<file path="config.mk">
export PLATFORM = sky130hd
export DESIGN_NAME = fwd_hazard_ctrl_flat
export DESIGN_NICKNAME = d
export VERILOG_FILES = /design/src/rtl/fwd_hazard_ctrl_pkg.sv /design/src/rtl/fwd_hazard_ctrl_if.sv /design/src/rtl/fwd_hazard_ctrl_sel_compare.sv /design/src/rtl/fwd_hazard_ctrl.sv /design/src/flat_wrapper.sv
export SDC_FILE = /design/constraint.sdc
export NUM_CORES = 1
export LEC_CHECK = 0
export BUFFER_PORTS_ARGS = -buffer_cell sky130_fd_sc_hd__buf_2
export CAP_MARGIN = 20
export CORE_ASPECT_RATIO = 1.25
export CORE_MARGIN = 8
export CORE_UTILIZATION = 50
export CTS_CLUSTER_SIZE = 16
export DETAILED_ROUTE_END_ITERATION = 12
export PLACE_DENSITY = 0.78
export REMOVE_ABC_BUFFERS = 1
export SYNTH_ARGS = -nofsm -noshare
export SYNTH_HDL_FRONTEND = slang
export SYNTH_HIERARCHICAL = 1
export SYNTH_SLANG_ARGS = --single-unit
</file>
<file path="constraint.sdc">
create_clock -name Clk -period 1.62 [get_ports Clk]
set_input_delay 0.243 -clock Clk [delete_from_list [all_inputs] [get_ports Clk]]
set_output_delay 0.243 -clock Clk [all_outputs]
set_load 0.02 [all_outputs]
</file>
<file path="src/rtl/fwd_hazard_ctrl_pkg.sv">
// Shared types and constants for the forwarding/hazard control block.
// Forward-select encodings, shadow-stage record and FSM states.
package fwd_pkg;

    localparam int FWD_REG_ADDR_W = 5;
    localparam int FWD_SEL_W      = 2;

    localparam logic [FWD_SEL_W-1:0] FWD_REGFILE = 2'b00;
    localparam logic [FWD_SEL_W-1:0] FWD_EXMEM   = 2'b01;
    localparam logic [FWD_SEL_W-1:0] FWD_MEMWB   = 2'b10;

    typedef struct packed {
        logic                      valid;
        logic [FWD_REG_ADDR_W-1:0] dst;
        logic                      regwrite;
        logic                      memread;
    } stage_info_t;

    typedef enum logic {
        RUN   = 1'b0,
        STALL = 1'b1
    } fsm_state_t;

endpackage

</file>
<file path="src/rtl/fwd_hazard_ctrl_if.sv">
// ID-stage request bundle and forward/stall responses for fwd_hazard_ctrl.
// StallCount is present only when STALL_COUNTER_EN is defined.
interface fwd_hazard_ctrl_if
    import fwd_pkg::*;
#(
    parameter int REG_ADDR_W = FWD_REG_ADDR_W,
    parameter int SEL_W      = FWD_SEL_W
);

    logic                  IdValid;
    logic [REG_ADDR_W-1:0] IdRs;
    logic [REG_ADDR_W-1:0] IdRt;
    logic                  IdUsesRs;
    logic                  IdUsesRt;
    logic [REG_ADDR_W-1:0] IdDst;
    logic                  IdRegWrite;
    logic                  IdMemRead;
    logic                  Flush;
    logic [SEL_W-1:0]      FwdASel;
    logic [SEL_W-1:0]      FwdBSel;
    logic                  Stall;
    logic                  Bubble;
`ifdef STALL_COUNTER_EN
    logic [31:0]           StallCount;

    modport master (
        output IdValid, IdRs, IdRt, IdUsesRs, IdUsesRt, IdDst, IdRegWrite, IdMemRead, Flush,
        input  FwdASel, FwdBSel, Stall, Bubble, StallCount
    );

    modport slave (
        input  IdValid, IdRs, IdRt, IdUsesRs, IdUsesRt, IdDst, IdRegWrite, IdMemRead, Flush,
        output FwdASel, FwdBSel, Stall, Bubble, StallCount
    );
`else
    modport master (
        output IdValid, IdRs, IdRt, IdUsesRs, IdUsesRt, IdDst, IdRegWrite, IdMemRead, Flush,
        input  FwdASel, FwdBSel, Stall, Bubble
    );

    modport slave (
        input  IdValid, IdRs, IdRt, IdUsesRs, IdUsesRt, IdDst, IdRegWrite, IdMemRead, Flush,
        output FwdASel, FwdBSel, Stall, Bubble
    );
`endif

endinterface

</file>
<file path="src/rtl/fwd_hazard_ctrl_sel_compare.sv">
// Per-operand forward-select priority comparator (purely combinational).
// The EX-stage producer is younger than the MEM-stage one, so it wins.
module fwd_sel_compare
    import fwd_pkg::*;
(
    input  logic [FWD_REG_ADDR_W-1:0] src,
    input  logic                      uses,
    input  stage_info_t               exStage,
    input  stage_info_t               memStage,
    output logic [FWD_SEL_W-1:0]      sel
);

    logic exHit;
    logic memHit;

    assign exHit  = exStage.valid  && exStage.regwrite  && (exStage.dst  == src);
    assign memHit = memStage.valid && memStage.regwrite && (memStage.dst == src);

    // Register 0 is hard-wired, so it is never forwarded even if a stage "writes" it.
    always_comb begin
        sel = FWD_REGFILE;
        if (!uses || (src == '0)) begin
            sel = FWD_REGFILE;
        end else if (exHit) begin
            sel = FWD_EXMEM;
        end else if (memHit) begin
            sel = FWD_MEMWB;
        end
    end

endmodule

</file>
<file path="src/rtl/fwd_hazard_ctrl.sv">
// Forwarding-select and load-use hazard controller beside the ID/EX register.
// Optional: define STALL_COUNTER_EN to add a saturating 32-bit StallCount output.
module fwd_hazard_ctrl
    import fwd_pkg::*;
#(
    parameter int REG_ADDR_W = FWD_REG_ADDR_W,
    parameter int SEL_W      = FWD_SEL_W
)
(
    input  logic             Clk,
    input  logic             Reset,
    fwd_hazard_ctrl_if.slave bus
);

    stage_info_t           exStage;
    stage_info_t           memStage;
    stage_info_t           wbStage;
    stage_info_t           idStage;
    fsm_state_t            state;
    fsm_state_t            nextState;
    logic                  hazard;
    logic                  stallInt;
    logic                  bubbleInt;
    logic                  advance;
    logic [REG_ADDR_W-1:0] exDst;
    logic [SEL_W-1:0]      selANext;
    logic [SEL_W-1:0]      selBNext;
    logic [SEL_W-1:0]      selAReg;
    logic [SEL_W-1:0]      selBReg;

    assign exDst = exStage.dst;

    assign hazard = bus.IdValid && exStage.valid && exStage.memread && (exDst != '0) &&
                    ((bus.IdUsesRs && (bus.IdRs == exDst)) ||
                     (bus.IdUsesRt && (bus.IdRt == exDst)));

    always_comb begin
        idStage          = '0;
        idStage.valid    = 1'b1;
        idStage.dst      = bus.IdDst;
        idStage.regwrite = bus.IdRegWrite;
        idStage.memread  = bus.IdMemRead;
    end

    // In STALL the load has moved to MEM and EX holds the bubble, so no re-check is needed.
    always_comb begin
        nextState = state;
        stallInt  = 1'b0;
        bubbleInt = bus.Flush || !bus.IdValid;
        case (state)
            RUN: begin
                if (hazard && !bus.Flush) begin
                    stallInt  = 1'b1;
                    bubbleInt = 1'b1;
                    nextState = STALL;
                end
            end
            STALL: begin
                nextState = RUN;
            end
            default: begin
                nextState = RUN;
            end
        endcase
        if (Reset) begin
            stallInt  = 1'b0;
            bubbleInt = 1'b0;
        end
    end

    assign advance = bus.IdValid && !stallInt && !bus.Flush;

    fwd_sel_compare uCmpA (
        .src      (bus.IdRs),
        .uses     (bus.IdUsesRs),
        .exStage  (exStage),
        .memStage (memStage),
        .sel      (selANext)
    );

    fwd_sel_compare uCmpB (
        .src      (bus.IdRt),
        .uses     (bus.IdUsesRt),
        .exStage  (exStage),
        .memStage (memStage),
        .sel      (selBNext)
    );

    always_ff @(posedge Clk) begin
        if (Reset) begin
            state    <= RUN;
            exStage  <= '0;
            memStage <= '0;
            wbStage  <= '0;
            selAReg  <= FWD_REGFILE;
            selBReg  <= FWD_REGFILE;
        end else begin
            state    <= nextState;
            wbStage  <= memStage;
            memStage <= exStage;
            exStage  <= advance ? idStage : '0;
            selAReg  <= advance ? selANext : FWD_REGFILE;
            selBReg  <= advance ? selBNext : FWD_REGFILE;
        end
    end

    // Empty slots are always fully zeroed, which keeps stale dst bits from ever matching.
    assert property (@(posedge Clk) disable iff (Reset) !wbStage.valid |-> (wbStage == '0));

    assign bus.FwdASel = selAReg;
    assign bus.FwdBSel = selBReg;
    assign bus.Stall   = stallInt;
    assign bus.Bubble  = bubbleInt;

`ifdef STALL_COUNTER_EN
    logic [31:0] stallCount;

    always_ff @(posedge Clk) begin
        if (Reset) begin
            stallCount <= '0;
        end else if (stallInt && (stallCount != 32'hFFFF_FFFF)) begin
            stallCount <= stallCount + 32'd1;
        end
    end

    assign bus.StallCount = stallCount;
`endif

endmodule

</file>
<file path="src/flat_wrapper.sv">
// flat-port wrapper written by rule: the top's interface ports become plain ports
module fwd_hazard_ctrl_flat import fwd_pkg::*;
#(
    parameter int REG_ADDR_W = FWD_REG_ADDR_W,
    parameter int SEL_W      = FWD_SEL_W
)
  (Clk, Reset, bus_IdValid, bus_IdRs, bus_IdRt, bus_IdUsesRs, bus_IdUsesRt, bus_IdDst, bus_IdRegWrite, bus_IdMemRead, bus_Flush, bus_FwdASel, bus_FwdBSel, bus_Stall, bus_Bubble);
  fwd_hazard_ctrl_if #(.REG_ADDR_W(REG_ADDR_W), .SEL_W(SEL_W)) bus_i ();
  input  logic Clk;
  input  logic Reset;
  input wire logic [$bits(bus_i.IdValid)-1:0] bus_IdValid;
  input wire logic [$bits(bus_i.IdRs)-1:0] bus_IdRs;
  input wire logic [$bits(bus_i.IdRt)-1:0] bus_IdRt;
  input wire logic [$bits(bus_i.IdUsesRs)-1:0] bus_IdUsesRs;
  input wire logic [$bits(bus_i.IdUsesRt)-1:0] bus_IdUsesRt;
  input wire logic [$bits(bus_i.IdDst)-1:0] bus_IdDst;
  input wire logic [$bits(bus_i.IdRegWrite)-1:0] bus_IdRegWrite;
  input wire logic [$bits(bus_i.IdMemRead)-1:0] bus_IdMemRead;
  input wire logic [$bits(bus_i.Flush)-1:0] bus_Flush;
  output wire logic [$bits(bus_i.FwdASel)-1:0] bus_FwdASel;
  output wire logic [$bits(bus_i.FwdBSel)-1:0] bus_FwdBSel;
  output wire logic [$bits(bus_i.Stall)-1:0] bus_Stall;
  output wire logic [$bits(bus_i.Bubble)-1:0] bus_Bubble;
  assign bus_i.IdValid = bus_IdValid;
  assign bus_i.IdRs = bus_IdRs;
  assign bus_i.IdRt = bus_IdRt;
  assign bus_i.IdUsesRs = bus_IdUsesRs;
  assign bus_i.IdUsesRt = bus_IdUsesRt;
  assign bus_i.IdDst = bus_IdDst;
  assign bus_i.IdRegWrite = bus_IdRegWrite;
  assign bus_i.IdMemRead = bus_IdMemRead;
  assign bus_i.Flush = bus_Flush;
  assign bus_FwdASel = bus_i.FwdASel;
  assign bus_FwdBSel = bus_i.FwdBSel;
  assign bus_Stall = bus_i.Stall;
  assign bus_Bubble = bus_i.Bubble;
  fwd_hazard_ctrl #(.REG_ADDR_W(REG_ADDR_W), .SEL_W(SEL_W)) u_core (.Clk(Clk), .Reset(Reset), .bus(bus_i));
endmodule
</file>
-- Yosys cells after proc, flatten, opt, wreduce, memory -nomap -nowiden
Index checks and enable logic that the tools add are counted.
Widths: inputs -> output; s select.
- flip-flop bits (word level): 20
- latch bits: 0
- RAM bits: 0
- memory bits (read-only): 0
- input port bits: 23
- output and inout bits: 6
- memories: 0
- $add $sub $neg: 0
- multiply operators: 0
- div/mod/pow operators: 0
- magnitude comparators: 0
- equal/unequal tests: 6
- shift-type cells: 0
- multiplexer cells: 12
- bitwise operators: 2
- reductions and logical operators: 32
- operators with widths (kind ; number):
    $eq 5x5->1 ; 6
    $logic_and 1x1->1 ; 15
    $logic_not 5->1 ; 2
    $mux 1 ; 8
    $mux 8 ; 1
    $reduce_or 4->1 ; 2
    $reduce_or 3->1 ; 2
    $logic_not 1->1 ; 5
    $reduce_bool 5->1 ; 1
    $logic_or 1x1->1 ; 4
    $mux 2 ; 2
    $not 1->1 ; 2
    $pmux 1 s2 ; 1
    $reduce_or 2->1 ; 1

-- Depth between registers and ports, before layout
Gate-level depths: netlist of the first run.
- word-level depth: 13
- gate-level depth with buffers: 6

-- Hierarchy
Netlist of the first run, hierarchy kept.
- modules (own cells, without submodules) (module ; instances ; cells an instance ; area an instance (um^2) ; seq. area each (um^2)):
    fwd_hazard_ctrl ; 1 ; 81 ; 784.5 ; 420.4
    fwd_sel_compare ; 2 ; 18 ; 140.1 ; 0.0

-- Least setup slack after synthesis of the first run
No wires, ideal clock.
- kind: reg2out
- start point: register u_core/exDst[1] (netlist name)
- end point: output bus_Stall
- arrival: 1.232 ns
- setup slack: 0.145 ns
- stages on the path, launching flop included: 5
- path buffers: 0
- cells stage by stage: dfxtp_1 -> xnor2_1 -> nand4_1 -> o22ai_2 -> and3_1
- cells in the longest elaborated chain, start to end: 8
- elaborated cells on any way between the ends: 12
- those cells by class: eq/ne: 2; mux: 3; reduce/logical: 7
- RTL lines (element ; line ; source):
    $eq 5x5->1, on equally long branches ; fwd_hazard_ctrl.sv:34, fwd_hazard_ctrl.sv:35 ;
    $logic_and 1x1->1, on equally long branches ; fwd_hazard_ctrl.sv:34, fwd_hazard_ctrl.sv:35 ;
    $logic_or 1x1->1 ; fwd_hazard_ctrl.sv:34 ; ((bus.IdUsesRs && (bus.IdRs == exDst)) ||
    $logic_and 1x1->1 * ; fwd_hazard_ctrl.sv:33 ; assign hazard = bus.IdValid && exStage.valid && exStage.memread && (exDst != '0) &&
    $logic_and 1x1->1 * ; fwd_hazard_ctrl.sv:52 ; if (hazard && !bus.Flush) begin
    $mux 1 * ; fwd_hazard_ctrl.sv:52 ;
    $mux 1 * ; fwd_hazard_ctrl.sv:50 ; case (state)
    $mux 1 * ; fwd_hazard_ctrl.sv:65 ; if (Reset) begin
    to (decl) ; flat_wrapper.sv:22 ; output wire logic [$bits(bus_i.Stall)-1:0] bus_Stall;
Mark *: on every way between the ends. The rest lies on a longest branch, timed or not.

-- Worst setup path in the final report of the first run
- start point: register u_core/exDst[2] (netlist name)
- end point: output bus_Stall
- cells in the longest elaborated chain, start to end: 8
- elaborated cells on any way between the ends: 12
- those cells by class: eq/ne: 2; mux: 3; reduce/logical: 7
- RTL lines (element ; line):
    $eq 5x5->1, on equally long branches ; fwd_hazard_ctrl.sv:34, fwd_hazard_ctrl.sv:35
    $logic_and 1x1->1, on equally long branches ; fwd_hazard_ctrl.sv:34, fwd_hazard_ctrl.sv:35
    $logic_or 1x1->1 ; fwd_hazard_ctrl.sv:34
    $logic_and 1x1->1 * ; fwd_hazard_ctrl.sv:33
    $logic_and 1x1->1 * ; fwd_hazard_ctrl.sv:52
    $mux 1 * ; fwd_hazard_ctrl.sv:52
    $mux 1 * ; fwd_hazard_ctrl.sv:50
    $mux 1 * ; fwd_hazard_ctrl.sv:65
Marks and branches as above.

==> flow_summary.json, run 1 <==
{
  "place.detailed.hpwl_um": 2030,
  "dr_total_vias": 984,
  "fin_nets": 183,
  "finalMaxSlewViolations": 0,
  "cp.depth": 5,
  "netlist_instances": 115,
  "dpl_cell_area_um2": 1240,
  "preCtsSetupSlack_ns": 0.0472,
  "slowest_stage": "dfxtp_4",
  "stdcell_area_um2": 1470,
  "avgSynthCellArea_um2": 9.03,
  "globalplace.congestion": 0.888,
  "required_ns": 1.38,
  "fin_crit_sh_pct": 116,
  "crit_path_end_kind": "primary output",
  "setup_slack_ns": -0.258,
  "drv_cap": 0,
  "reg2reg_to": "u_core/bus.FwdBSel[1]",
  "vdd_ir_drop_max_mv": 0.525,
  "finalHoldViolCount": 0,
  "startpoint": "u_core/exDst[2]",
  "cts_made_buffers": 3,
  "cts_buffer_depth": 2,
  "p_leak_nw": 0.624,
  "wire_per_inst_um": 17.1,
  "initial_core_util_pct": 52.4,
  "die-area_um2": 3800,
  "cp_top_family": "flip-flops",
  "violations": "setup timing",
  "r2r_slack_ns": 0.04,
  "outcome": "finished with violations",
  "crit_fanout": 4,
  "crit_chain": "xnor2_2 -> nand4_1 -> o22ai_2 -> and3_4 -> buf_6",
  "ant_nets": 0,
  "coreArea_um2": 1980,
  "worstSetupStartpointType": "flop",
  "rows": 18,
  "drc": 0,
  "clock_latency_ns": 0.31,
  "hold_depth": 3,
  "crit_arrival_ns": 1.64,
  "layout-drive-gt1-share_pct": 43.4,
  "rsz0062_at_grt": "yes",
  "syn_to_final_growth_pct": 41.1,
  "setup_viol": 2,
  "grt_pass1_wl_um": 4770,
  "reg2reg_depth": 8,
  "fin_tns_setup_ns": -0.481,
  "num_io_pins": 29,
  "syn_area_um2": 1040,
  "grt_pass1_vias": 995,
  "die_x_um": 56.8,
  "power.density_nw_per_um2": 665,
  "h-tree-depth": 1,
  "skew_ns": 0.00300,
  "antennaDiodeCount": 0,
  "clk_pin_slew_ns": 0.11,
  "drtPass1Iterations": 4,
  "initialDrtViolationCount": 36,
  "slowest_delay_ns": 0.41,
  "antenna_found_initial": 0,
  "max_freq_mhz": 532,
  "grt_max_degree": 14,
  "ys_warn_count": 6,
  "worst_pin_slew_ns": 0.265,
  "grt_use_total_pct": 16.1,
  "hold_end": "u_core/exDst[2]",
  "criticalPathCategory": "reg2out",
  "grt-ovfl-total": 0,
  "hold_start": "bus_IdDst[2]",
  "fp.dieH_um": 67.0,
  "cts.sink_count": 20,
  "worst-path-buf-inv": 1,
  "drt_wl_total_um": 3060,
  "vias_per_cell": 5.50,
  "cts_tree": "done",
  "io_buffers": 28,
  "cts_root_buf": "clkbuf_4",
  "min_period_ns": 1.88,
  "hp-class": "in2reg",
  "slew-limit-headroom_pct": 82.1,
  "reg2reg_from": "u_core/exDst[4]"
}
layout by cell type (no fill, tap or decap), types with 2 or more instances in the layout:
master / n
dfxtp_1: 15
clkbuf_4: 3
o21ai_2: 2
nand2_1: 14
xor2_1: 7
buf_4: 15
xnor2_2: 8
a21oi_1: 11
xnor2_1: 14
nor2b_1: 7
or4_1: 2
nand3_1: 2
buf_6: 2
dfxtp_4: 5
buf_2: 26
nand4_1: 6
nor2_1: 4
metal layers:
metal,routed length [µm],global-route usage (%),vias up
li1,-,-,479
met1,1190,15.9,465
met2,1610,29.4,33
met3,164,4.18,7
met4,97,10.0,0
met5,0,0,-
layout make-up:
cell class                      count  area [µm²]
Clock buffer                        4        36.3
Inverter                            1        3.75
Tap cell                           20        25.0
Timing Repair Buffer               43         265
Fill cell                         142         517
Sequential cell                    20         419
Multi-Input combinational cell     91         716
worst max-delay path by stage:
stage                      end
global route         bus_Stall
global placement    bus_Bubble
floorplan           bus_Bubble
detailed placement  bus_Bubble
CTS                  bus_Stall
finish               bus_Stall
worst reg2reg max path: cells and delay by family, from the launching register on:
family	cells	cell delay (ns)
simple gates	4	0.62
flops	1	0.39
buf+inv	2	0.26
xor+xnor	1	0.18
compound gates	1	0.04
power breakdown:
group	switching [mW]	internal (mW)
registers	0.0122	0.495
clock network	0.159	0.138
logic	0.0852	0.0863
total	0.256	0.719
flip-flops by register name (all words and copies together) (netlist names):
register / count
u_core/exStage: 3
u_core/state: 1
u_core/bus.FwdASel: 2
u_core/exDst: 5
u_core/memStage: 7
u_core/bus.FwdBSel: 2
repair_timing:
| item | 4_1_cts | 5_1_grt |
|---|---|---|
| gates resized for setup | 22 | 7 |
| pin swaps | 11 | 7 |
| hold buffers | 0 | 0 |
| endpoints found under the setup margin | 2 | 4 |
| buffers inserted | 4 | 3 |
metrics by stage:
| stage | utilization (%) | power, mW | cells | hold WS (ns) |
|---|---|---|---|---|
| detailed placement | 62.6 | 0.661 | 168 | 0.470 |
| global placement | 62.6 | 0.657 | 168 | 0.464 |
| global route | 73.9 | 1.02 | 179 | 0.127 |
| finish | 73.9 | 0.975 | 179 | 0.124 |
| CTS | 70.8 | 0.962 | 176 | 0.121 |
| floorplan | - | 0.592 | 112 | 0.315 |
Note: power is estimated with default switching activity, not from simulation.
==> inputs of run 2 (changes only) <==
--- a/config.mk
+++ b/config.mk
@@ -13,5 +13,5 @@
 export CTS_CLUSTER_SIZE = 16
 export DETAILED_ROUTE_END_ITERATION = 12
-export PLACE_DENSITY = 0.78
+export PLACE_DENSITY_LB_ADDON = 0.05
 export REMOVE_ABC_BUFFERS = 1
 export SYNTH_ARGS = -nofsm -noshare
==> constraint.sdc (replaced) <==
create_clock -name Clk -period 1.62 [get_ports Clk]
set_input_delay 0.243 -clock Clk [delete_from_list [all_inputs] [get_ports Clk]]
set_output_delay 0.243 -clock Clk [all_outputs]
set_load 0.01 [all_outputs]
==> run 2 against run 1 <==
Against the previous run:
- the flow still finishes with violations (setup timing)
- sequential power about the same
- register-to-register slack got worse by 0.06 ns
- via count increased by 1.7%
- global-route usage decreased by 1.1 points
- fmax increased by 6.6%
- die area unchanged
- clock power increased by 42%
==> flow_summary.json, run 2 (synthesis gave the netlist of run 1 again) <==
{
  "outcome": "finished with violations",
  "violations": "setup timing",
  "cp_top_family": "flip-flops",
  "cp.depth": 5,
  "min_period_ns": 1.76,
  "reg2reg_depth": 8,
  "power.density_nw_per_um2": 760,
  "drv_cap": 0,
  "cts_buffer_depth": 2,
  "wire_per_inst_um": 16.3,
  "vias_per_cell": 5.72,
  "clkPwrFrac_pct": 38.7,
  "largest_register": "u_core/memStage",
  "max_freq_mhz": 567,
  "final_common_cell": "buf_2",
  "largest_reg_flops": 7,
  "die-area_um2": 3800,
  "setup_slack_ns": -0.143,
  "initial_core_util_pct": 52.4,
  "netSwitchingFraction_pct": 24.1,
  "coreArea_um2": 1980,
  "fin_nets": 179,
  "finalNonFillerCells": 175,
  "pwr-share-comb_pct": 14.8,
  "slowest_delay_ns": 0.42,
  "p_leak_nw": 0.601,
  "reg2reg_from": "u_core/exDst[1]",
  "antenna_found_initial": 0,
  "rows": 18,
  "grt_max_degree": 14,
  "vdd_ir_drop_max_mv": 0.606,
  "criticalPathCategory": "reg2out",
  "cts_tree": "done",
  "fp.dieH_um": 67.0,
  "grt_use_total_pct": 15.0,
  "drc": 0,
  "fin_crit_sh_pct": 109,
  "num_io_pins": 29,
  "io_buffers": 28,
  "hp-class": "in2reg",
  "cts_root_buf": "clkbuf_4",
  "seqPwrFrac_pct": 46.5,
  "ant_nets": 0,
  "crit_path_end_kind": "primary output",
  "h-tree-depth": 1,
  "crit_fanout": 4,
  "reg2reg_to": "u_core/bus.FwdBSel[1]",
  "finalMaxSlewViolations": 0,
  "fin_tns_setup_ns": -0.293,
  "skew_ns": 0.00824,
  "drt_wl_total_um": 2860,
  "crit_chain": "xnor2_2 -> nand4_1 -> o22ai_2 -> and3_1 -> buf_2",
  "antennaDiodeCount": 0,
  "placed_cells": 163,
  "worstSetupStartpointType": "flop",
  "clk_pin_slew_ns": 0.13,
  "holdWs_ns": 0.117,
  "endpoint": "bus_Stall",
  "grt-ovfl-total": 0,
  "grt_pass1_vias": 1002,
  "power.switching_mw": 0.262,
  "r2r_slack_ns": -0.02,
  "final_cell_mix": "buf_2, xnor2_1, nand2_1, dfxtp_1, buf_4",
  "p_int_mw": 0.826,
  "slew-limit-headroom_pct": 81.2,
  "rsz0062_at_grt": "yes",
  "setup_viol": 4,
  "globalplace.congestion": 0.838,
  "final_core_util_pct": 72.2,
  "clock_latency_ns": 0.31,
  "cts.sink_count": 20,
  "required_ns": 1.38,
  "worst-path-buf-inv": 1,
  "drtPass1Iterations": 4,
  "crit_arrival_ns": 1.52,
  "grt_pass1_wl_um": 4620,
  "syn_to_final_growth_pct": 37.8,
  "slowest_stage": "dfxtp_4",
  "cts_made_buffers": 3,
  "place.detailed.hpwl_um": 1960,
  "dr_total_vias": 1001,
  "startpoint": "u_core/exDst[1]",
  "hold_buffers": 0,
  "worst_pin_slew_ns": 0.277,
  "die_x_um": 56.8,
  "preCtsSetupSlack_ns": 0.109,
  "initialDrtViolationCount": 35,
  "finalHoldViolCount": 0,
  "layout-drive-gt1-share_pct": 41.9
}
==> run 2: cell count changes in the layout (fill, tap and decap cells not counted), moves of 2 or more <==
cell     previous run  this run
buf_2              26        28
a21oi_1            11         9
a21oi_2             0         2
buf_4              15        10
xnor2_2             8         6
xnor2_1            14        16
==> run 2: how the worst min path moves through the flow <==
stage	startpoint	end	slack, ns	cells past startpoint
final	bus_IdDst[0]	u_core/exDst[0]	0.12	3
after global routing	bus_IdDst[4]	u_core/exDst[4]	0.13	3
after CTS	bus_IdDst[0]	u_core/exDst[0]	0.13	3
after detailed placement	bus_IdMemRead	u_core/exStage[0]	0.47	3
after global placement	bus_IdMemRead	u_core/exStage[0]	0.46	3
after floorplan	Reset	u_core/memStage[1]	0.31	1
==> run 2: layout make-up <==
cell class / count / area, µm²
Clock buffer: 3 / 22.5
Sequential cell: 20 / 420
Fill cell: 156 / 551
Timing Repair Buffer: 39 / 226
Inverter: 1 / 3.75
Tap cell: 20 / 25.0
Multi-Input combinational cell: 91 / 703
Clock inverter: 1 / 30.0
==> run 2: timing repair <==
item | in CTS | in global routing
endpoints found under the hold margin | 0 | 0
endpoints found under the setup margin | 2 | 6
resized for setup | 18 | 8
setup buffers | 7 | 1
pin swaps | 9 | 4
==> run 2: metal layers <==
layer / GRT usage [%] / share of wire (%)
met1: 16.9 / 39
met2: 26.6 / 52
met3: 3.23 / 6.9
met4: 6.18 / 2.0
met5: 0 / 0
==> run 2: power by group through the flow <==
| stage | registers [mW] | clock network, mW | logic (mW) |
|---|---|---|---|
| 2_1_floorplan | 0.520 | 0 | 0.0702 |
| 3_3_place_gp | 0.523 | 0 | 0.129 |
| 3_5_place_dp | 0.523 | 0 | 0.132 |
| 4_1_cts | 0.506 | 0.418 | 0.150 |
| 5_1_grt | 0.508 | 0.442 | 0.173 |
| 6_report | 0.506 | 0.421 | 0.161 |
==> run 2: through the flow <==
stage                     total power, mW  cell area, µm²
final                                1.09            1430
after global routing                 1.12            1430
after CTS                            1.07            1380
after detailed placement            0.655            1200
after global placement              0.651            1200
after floorplan                     0.590            1010
==> run 2: worst reg2reg max path, cell delays in order (launching register included) <==
cell	delay, ns
dfxtp_4	0.40
buf_4	0.14
buf_6	0.12
xor2_2	0.16
nor4_2	0.27
nand4_1	0.16
nor4b_1	0.18
nand2_1	0.07
a21oi_1	0.04
